File: config.mk
export PLATFORM = sky130hd
export DESIGN_NAME = forward_hazard_unit_flat
export DESIGN_NICKNAME = d
export VERILOG_FILES = /design/src/rtl/forward_hazard_unit_if.sv /design/src/rtl/forward_hazard_unit.sv /design/src/flat_wrapper.sv
export SDC_FILE = /design/constraint.sdc
export NUM_CORES = 1
export LEC_CHECK = 0
export CAP_MARGIN = 20
export CORE_MARGIN = 1
export CORE_UTILIZATION = 39
export DETAILED_ROUTE_END_ITERATION = 16
export HOLD_SLACK_MARGIN = 0.02
export PLACE_DENSITY = 0.83
export SLEW_MARGIN = 15
export SYNTH_ARGS = -nofsm -noshare
export SYNTH_HDL_FRONTEND = slang
export SYNTH_SLANG_ARGS = --single-unit
File: constraint.sdc
create_clock -name clk -period 2.7 [get_ports clk]
set_clock_uncertainty 0.2 [all_clocks]
set_input_delay 0.27 -clock clk [delete_from_list [all_inputs] [get_ports clk]]
set_output_delay 0.27 -clock clk [all_outputs]
set_load 0.01 [all_outputs]
File: src/rtl/forward_hazard_unit_if.sv
`default_nettype none
// ============================================================================
// Module   : forward_hazard_unit_if
// Purpose  : Bundles the ID/EX/MEM pipeline signals the forwarding/hazard
//            unit observes, together with the operand selects and stall
//            request it returns.
// Ports    : master - pipeline side: drives the stage info, receives
//                     fwd_sel and stall.
//            slave  - hazard unit side: the reverse directions.
//            id_src_addr  [NUM_SRC*REG_AW] ID source register numbers
//            id_src_used  [NUM_SRC]        operand actually read
//            ex_rd / ex_reg_write / ex_mem_read   EX-stage producer
//            mem_rd / mem_reg_write               MEM-stage producer
//            flush                                squash ID/EX (taken branch)
//            fwd_sel [2*NUM_SRC]                  registered operand selects
//            stall                                registered stall/bubble
// Revision : 1.0 - initial release
// ============================================================================
interface forward_hazard_unit_if #(
    parameter int NUM_SRC = 2,
    parameter int REG_AW  = 5
);
    logic [NUM_SRC*REG_AW-1:0] id_src_addr;
    logic [NUM_SRC-1:0]        id_src_used;
    logic [REG_AW-1:0]         ex_rd;
    logic                      ex_reg_write;
    logic                      ex_mem_read;
    logic [REG_AW-1:0]         mem_rd;
    logic                      mem_reg_write;
    logic                      flush;
    logic [2*NUM_SRC-1:0]      fwd_sel;
    logic                      stall;

    modport master (
        output id_src_addr, id_src_used, ex_rd, ex_reg_write, ex_mem_read,
        output mem_rd, mem_reg_write, flush,
        input  fwd_sel, stall
    );

    modport slave (
        input  id_src_addr, id_src_used, ex_rd, ex_reg_write, ex_mem_read,
        input  mem_rd, mem_reg_write, flush,
        output fwd_sel, stall
    );
endinterface
`default_nettype wire

File: src/rtl/forward_hazard_unit.sv
`default_nettype none
// ============================================================================
// Module   : forward_hazard_unit
// Purpose  : Early-resolved data forwarding and load-use stall control.
//            Operand selects for the instruction entering EX are computed
//            while it is still in ID, by comparing its sources with the
//            producers currently in EX and MEM (which will sit in MEM and WB
//            one cycle later).
// Ports    : clk  - rising-edge clock
//            rst  - synchronous active-high reset
//            bus  - forward_hazard_unit_if.slave (stage info in, fwd_sel and
//                   stall out)
//            stall_count [16] - saturating count of stall-loading edges
//                   (present only when HAZARD_STATS_EN is defined)
// Config   : `define HAZARD_STATS_EN to add the stall_count statistics port.
// Revision : 1.0 - initial release
// ============================================================================
module forward_hazard_unit #(
    parameter int NUM_SRC  = 2,
    parameter int REG_AW   = 5,
    parameter int LOAD_LAT = 1
) (
    input  wire logic            clk,
    input  wire logic            rst,
    forward_hazard_unit_if.slave bus
`ifdef HAZARD_STATS_EN
    ,
    output logic [15:0]          stall_count
`endif
);

    localparam logic [0:0] c_IDLE     = 1'b0;
    localparam logic [0:0] c_STALL    = 1'b1;
    // Number of extra stall cycles after the first one.
    localparam logic [1:0] c_CNT_INIT = 2'(LOAD_LAT - 1);

    logic [0:0]           r_state;
    logic [1:0]           r_cnt;
    logic                 r_stall;
    logic [2*NUM_SRC-1:0] r_fwd_sel;

    logic [0:0]           w_state_nxt;
    logic [1:0]           w_cnt_nxt;
    logic                 w_stall_nxt;
    logic [2*NUM_SRC-1:0] w_fwd_nxt;

    logic [NUM_SRC-1:0]   w_ex_hit;
    logic [NUM_SRC-1:0]   w_mem_hit;
    logic [2*NUM_SRC-1:0] w_fwd_calc;
    logic                 w_ex_valid;
    logic                 w_mem_valid;
    logic                 w_hazard;

    // Register 0 is hard-wired zero, so a write to it never produces data.
    assign w_ex_valid  = bus.ex_reg_write  && (bus.ex_rd  != '0);
    assign w_mem_valid = bus.mem_reg_write && (bus.mem_rd != '0);

    for (genvar gi = 0; gi < NUM_SRC; gi++) begin : g_src
        logic [REG_AW-1:0] w_src;
        assign w_src         = bus.id_src_addr[gi*REG_AW +: REG_AW];
        assign w_ex_hit[gi]  = bus.id_src_used[gi] && w_ex_valid  && (bus.ex_rd  == w_src);
        assign w_mem_hit[gi] = bus.id_src_used[gi] && w_mem_valid && (bus.mem_rd == w_src);
        // The younger producer (now in EX, next in MEM) holds the newest value.
        assign w_fwd_calc[2*gi +: 2] = w_ex_hit[gi]  ? 2'b10 :
                                       w_mem_hit[gi] ? 2'b01 : 2'b00;
    end

    // A load in EX cannot supply its data until it leaves MEM.
    assign w_hazard = bus.ex_mem_read && (|w_ex_hit);

    always_comb begin
        w_state_nxt = r_state;
        w_cnt_nxt   = r_cnt;
        w_stall_nxt = 1'b0;
        w_fwd_nxt   = w_fwd_calc;

        if (bus.flush) begin
            w_state_nxt = c_IDLE;
            w_cnt_nxt   = 2'd0;
            w_fwd_nxt   = '0;
        end else begin
            case (r_state)
                c_IDLE: begin
                    if (w_hazard) begin
                        w_state_nxt = c_STALL;
                        w_cnt_nxt   = c_CNT_INIT;
                        w_stall_nxt = 1'b1;
                        w_fwd_nxt   = '0;
                    end
                end
                c_STALL: begin
                    // Hazard inputs are not examined here; the stalled
                    // instruction is re-evaluated only on the release edge.
                    if (r_cnt != 2'd0) begin
                        w_cnt_nxt   = r_cnt - 2'd1;
                        w_stall_nxt = 1'b1;
                        w_fwd_nxt   = '0;
                    end else begin
                        w_state_nxt = c_IDLE;
                    end
                end
                default: begin
                    w_state_nxt = c_IDLE;
                    w_cnt_nxt   = 2'd0;
                    w_fwd_nxt   = '0;
                end
            endcase
        end
    end

    always_ff @(posedge clk) begin
        if (rst) begin
            r_state   <= c_IDLE;
            r_cnt     <= 2'd0;
            r_stall   <= 1'b0;
            r_fwd_sel <= '0;
        end else begin
            r_state   <= w_state_nxt;
            r_cnt     <= w_cnt_nxt;
            r_stall   <= w_stall_nxt;
            r_fwd_sel <= w_fwd_nxt;
        end
    end

    assign bus.fwd_sel = r_fwd_sel;
    assign bus.stall   = r_stall;

`ifdef HAZARD_STATS_EN
    logic [15:0] r_stall_count;

    always_ff @(posedge clk) begin
        if (rst) begin
            r_stall_count <= 16'd0;
        end else if (w_stall_nxt && (r_stall_count != 16'hFFFF)) begin
            r_stall_count <= r_stall_count + 16'd1;
        end
    end

    assign stall_count = r_stall_count;
`endif

endmodule
`default_nettype wire

File: src/flat_wrapper.sv
// flat-port wrapper written by rule: the top's interface ports become plain ports
module forward_hazard_unit_flat 
#(
    parameter int NUM_SRC  = 2,
    parameter int REG_AW   = 5,
    parameter int LOAD_LAT = 1
)
  (clk, rst, bus_id_src_addr, bus_id_src_used, bus_ex_rd, bus_ex_reg_write, bus_ex_mem_read, bus_mem_rd, bus_mem_reg_write, bus_flush, bus_fwd_sel, bus_stall);
  forward_hazard_unit_if #(.NUM_SRC(NUM_SRC), .REG_AW(REG_AW)) bus_i ();
  input  wire logic clk;
  input  wire logic rst;
  input wire logic [$bits(bus_i.id_src_addr)-1:0] bus_id_src_addr;
  input wire logic [$bits(bus_i.id_src_used)-1:0] bus_id_src_used;
  input wire logic [$bits(bus_i.ex_rd)-1:0] bus_ex_rd;
  input wire logic [$bits(bus_i.ex_reg_write)-1:0] bus_ex_reg_write;
  input wire logic [$bits(bus_i.ex_mem_read)-1:0] bus_ex_mem_read;
  input wire logic [$bits(bus_i.mem_rd)-1:0] bus_mem_rd;
  input wire logic [$bits(bus_i.mem_reg_write)-1:0] bus_mem_reg_write;
  input wire logic [$bits(bus_i.flush)-1:0] bus_flush;
  output wire logic [$bits(bus_i.fwd_sel)-1:0] bus_fwd_sel;
  output wire logic [$bits(bus_i.stall)-1:0] bus_stall;
  assign bus_i.id_src_addr = bus_id_src_addr;
  assign bus_i.id_src_used = bus_id_src_used;
  assign bus_i.ex_rd = bus_ex_rd;
  assign bus_i.ex_reg_write = bus_ex_reg_write;
  assign bus_i.ex_mem_read = bus_ex_mem_read;
  assign bus_i.mem_rd = bus_mem_rd;
  assign bus_i.mem_reg_write = bus_mem_reg_write;
  assign bus_i.flush = bus_flush;
  assign bus_fwd_sel = bus_i.fwd_sel;
  assign bus_stall = bus_i.stall;
  forward_hazard_unit #(.NUM_SRC(NUM_SRC), .REG_AW(REG_AW), .LOAD_LAT(LOAD_LAT)) u_core (.clk(clk), .rst(rst), .bus(bus_i));
endmodule
* Word level (Yosys, flattened, before mapping)
Index checks and enable logic that the tools add are counted.
W data, S select, Z words.
** Operators by class
- Add/sub/neg operators :: 1
- Eq/ne operators :: 6
- Multiplexer cells :: 13
- Bitwise gates (word level) :: 1
- Reductions and logical operators :: 17
** Operators by type and width (number)
- $eq A5 B5 Y1 :: 4
- $logic_and A1 B1 Y1 :: 11
- $reduce_bool A5 Y1 :: 2
- $mux W2 :: 4
- $mux W4 :: 2
- $pmux W4 S2 :: 1
- $mux W1 :: 4
- $pmux W2 S2 :: 1
- $reduce_or A2 Y1 :: 2
- $ne A2 B1 Y1 const B :: 1
- $ne A2 B2 Y1 const B :: 1
- $pmux W1 S2 :: 1
- $reduce_and A2 Y1 :: 1
- $reduce_bool A2 Y1 :: 1
- $sub A2 B1 Y2 const B :: 1
- $not A1 Y1 :: 1
** Word-level totals
- Register bits :: 7
- Bits of input ports :: 28
- Output and inout port bits :: 5

* Longest topological paths before layout
- Depth in word-level cells :: 8
- Depth in mapped cells :: 6

* Least setup slack after synthesis
No wires, ideal clock.
- Path kind :: flip-flop to flip-flop
- From :: register u_core.r_cnt[1]
- To :: register u_core.r_fwd_sel[2] (netlist: u_core.bus.fwd_sel[2])
- Arrival :: 1121 ps
- Required time :: 2382 ps
- Slack :: 1261 ps
- Cell stages (with the launch flop) :: 7
- Buffers on the path :: 0
- Clock period less this slack :: 1439 ps
- Cells stage by stage :: dfxtp_1 -> inv_1 -> ha_1 -> nand2b_1 -> nor2b_1 -> o311a_1 -> o2111a_1
** Between the ends
- Longest elaborated chain between the ends :: 3
** Ends and longest elaborated chain
- start, declared :: RTL line forward_hazard_unit.sv:38 : logic [1:0] r_cnt;
- start signal, assigned :: RTL line forward_hazard_unit.sv:119 : r_cnt <= w_cnt_nxt;
- $reduce_bool A2 Y1 :: RTL line forward_hazard_unit.sv:94 : if (r_cnt != 2'd0) begin
- $mux W4 :: RTL line forward_hazard_unit.sv:94
- $pmux W4 S2 :: RTL line forward_hazard_unit.sv:82 : case (r_state)
- end signal, assigned :: RTL line forward_hazard_unit.sv:121 : r_fwd_sel <= w_fwd_nxt;
- end, declared :: RTL line forward_hazard_unit.sv:40 : logic [2*NUM_SRC-1:0] r_fwd_sel;
Every way passes these cells.
A chain may end at the register's enable or synchronous reset.

* Worst setup path after layout
- From :: input bus_ex_rd[3]
- To :: register u_core.r_fwd_sel[2] (netlist: u_core.bus.fwd_sel[2])
** Between the ends
- Longest elaborated chain between the ends :: 8
- Elaborated cells between the ends (all ways) :: 14
** Ends and longest elaborated chain
- start, declared :: RTL line flat_wrapper.sv:14 : input wire logic [$bits(bus_i.ex_rd)-1:0] bus_ex_rd;
- $reduce_bool A5 Y1 :: RTL line forward_hazard_unit.sv:55 : assign w_ex_valid = bus.ex_reg_write && (bus.ex_rd != '0);
- $logic_and A1 B1 Y1 :: RTL line forward_hazard_unit.sv:55
- $logic_and A1 B1 Y1 (2 in a row) :: RTL line forward_hazard_unit.sv:61 : assign w_ex_hit[gi] = bus.id_src_used[gi] && w_ex_valid && (bus.ex_rd == w_src);
- $reduce_or A2 Y1 :: RTL line forward_hazard_unit.sv:69 : assign w_hazard = bus.ex_mem_read && (|w_ex_hit);
- $logic_and A1 B1 Y1 :: RTL line forward_hazard_unit.sv:69
- $mux W4 :: RTL line forward_hazard_unit.sv:84 : if (w_hazard) begin
- $pmux W4 S2 * :: RTL line forward_hazard_unit.sv:82
Every way passes the cells marked *; elsewhere a longest branch is shown, timed or not.

==> results.md <==
- Worst-path clk slew: 50 ps
- IO Port Bufs: 32
- Layout cells sized above 1: under 10%
- DRC violations left: 0
- Synthesis Warnings: 0
- Final hold vios: 0
- Worst-Skew Late Latency: 240 ps
- Total gr overflow: 0
- Worst Path Arrival: 1750 ps
- Net count, final: between 100 and 150
- RSZ-0062 raised after global routing: no
- Max Slew Vio Count: 0
- Largest cells by area after synthesis: dfxtp_1, xor2_1, xnor2_1
- CP Capture Type: register
- All-Layer GR Usage: 18.6%
- Critical path class: in -> reg
- Largest net degree at the start of global routing: 9
- GPL Wtd Cong: 0.788
- Hold Crit Class: reg -> reg
- Worst Path Max Fanout: 4
- Avg Inst Size Synth: 8.29 sq um
- Fin area: ~920 sq um
- Tmin final: 1820 ps
- Final TNS setup: 0 ps
- Asr flop ratio synth: 0%
- Initial DRT Pass Iterations: 4
- Area share of the largest cell type after synthesis: 25.2%
- Peak supply drop: 0.000154 V
- #FFs+latches synth: 7
- Chip Width: slightly below 40 um
- Drt first-iter violations: 4
- EDFF count, synth: 0
- Cell taking the most area after synthesis: dfxtp_1
- Synth top cells by count: xor2_1, dfxtp_1, nand2_1, xnor2_1
- CTS buffer count: 3
- Htree depth: 1
- Final critical-path share of the clock period: 67.3%
- Starting density of the core: 42.2%
- Post-CTS Resized: 0
- Placed cell areas: 891 sq um
- Fmax: 550 MHz
- Pwr Density: a little over 300 nW/um^2
- Post CTS Setup Buffer Count: 0
- Most used DFF post-synth: dfxtp_1
- Number of global-route vias before repair: 502
- Worst slack, placed: 649 ps
- ANT cells: 0
- Post-Syn Area: 556 sq um
- Status: finished, final reports clean
- Max-cap viol count: 0
- # hold bufs at CTS: 0
- Die height: 39.7 um
- First-pass GRT wire length: 1960 um
- Req. time, crit path: 2630 ps
- Total power: between 200 and 300 uW
- Core area: 1320 sq um
- Post-route setup slack: 883 ps
- # setup viols final: 0
- Via density: between 4 and 5
- DP Wirelength: 1140 um
- Worst setup SP type: input pin
- TritonCTS clock tree: built
- Routed length per instance: about 11 um
- Netlist cell types: 24
- Worst-margin pin slew: around 370 ps
- Syn nets: 96
- CTS max path bufs: 2
- Area Overhead vs Synth: 65.1%
- Final wirelength: around 1300 um
- Die area: around 1600 sq um
- Static leakage: 0.347 nW
- Top-count cell post-synth: xor2_1
- Clk root buf: clkbuf_4
- I/O pin total: 33
- Row count: 13
- Slew headroom: between 70% and 80%
- Post-synthesis sequential area ratio: 25.2%
- Initial antenna violation count: 0
- Clock Sinks: 7
- Post-route ant nets: 0
- Vias: roughly 580
- Gate Count Post-Synth: 67
==> cell type report <==
class / instances / area (sq um)
Fill cell: 107 / 400
Timing Repair Buffer: 32 / 320
Inverter: 2 / 7.51
Sequential cell: 7 / 140
Tap cell: 15 / 18.8
Multi-Input combinational cell: 57 / 404
Clock buffer: 4 / 26.3
==> per-layer routing <==
| metal | wire (um) | global-route usage [%] | share of wire (%) |
|---|---|---|---|
| met5 | 0 | 0 | 0 |
| met4 | 0 | 5.17 | 0 |
| met3 | 83 | 1.70 | 6.5 |
| met2 | 709 | 38.5 | 56 |
| met1 | 478 | 18.8 | 38 |
==> metrics by stage <==
stage,instances,hold WS [ps],utilization [%]
floorplan,67,249,-
global placement,113,264,67.6
detailed placement,113,284,67.6
CTS,117,311,69.6
global route,117,331,69.6
finish,117,306,69.6
==> report_power, final <==
part           total, mW  switching (mW)  internal [mW]
Clock             0.0908          0.0347         0.0561
Sequential         0.104       0.0000711          0.104
Combinational     0.0861          0.0330         0.0532
Total              0.281          0.0677          0.213
==> registers in the layout, indices dropped and copies added (netlist names) <==
register and cells:
u_core.bus.stall 1, u_core.bus.fwd_sel 4, u_core.r_cnt 2
==> final timing paths <==
check,start,endpoint,slack (ps),cells after the start
worst max-delay path,bus_ex_rd[3],u_core.bus.fwd_sel[2]$_SDFF_PP0_,880,5
worst min register to register,u_core.r_cnt[1]$_SDFFE_PP0P_,u_core.r_cnt[1]$_SDFFE_PP0P_,310,2
worst min-delay path,u_core.r_cnt[1]$_SDFFE_PP0P_,u_core.r_cnt[1]$_SDFFE_PP0P_,310,2
worst max register to register,u_core.r_cnt[1]$_SDFFE_PP0P_,u_core.r_cnt[0]$_SDFFE_PP0P_,1100,6
==> worst max-delay path: stages <==
cell	delay, ps
clkdlybuf4s50_1	480
xor2_1	200
nor4_2	300
nand4_1	210
o2111a_1	290
==> cell families after synthesis <==
| kind of cell | synth area share [%] |
|---|---|
| flops | 25.2 |
| simple gates | 27.5 |
| compound gates | 11.5 |
| buf+inv | 2.03 |
| fa+ha+maj | 2.25 |
| xor+xnor | 31.5 |
==> cell usage in the layout (no fill, tap or decap), drive strengths merged, types with 3 or more instances in the layout <==
cell type and n:
nor3 3, xnor2 6, dfxtp 7, nor4 4
clkbuf 4, nor2 3, clkdlybuf4s50 32, nand2 7
xor2 14
Note: power is estimated with default switching activity, not from simulation.
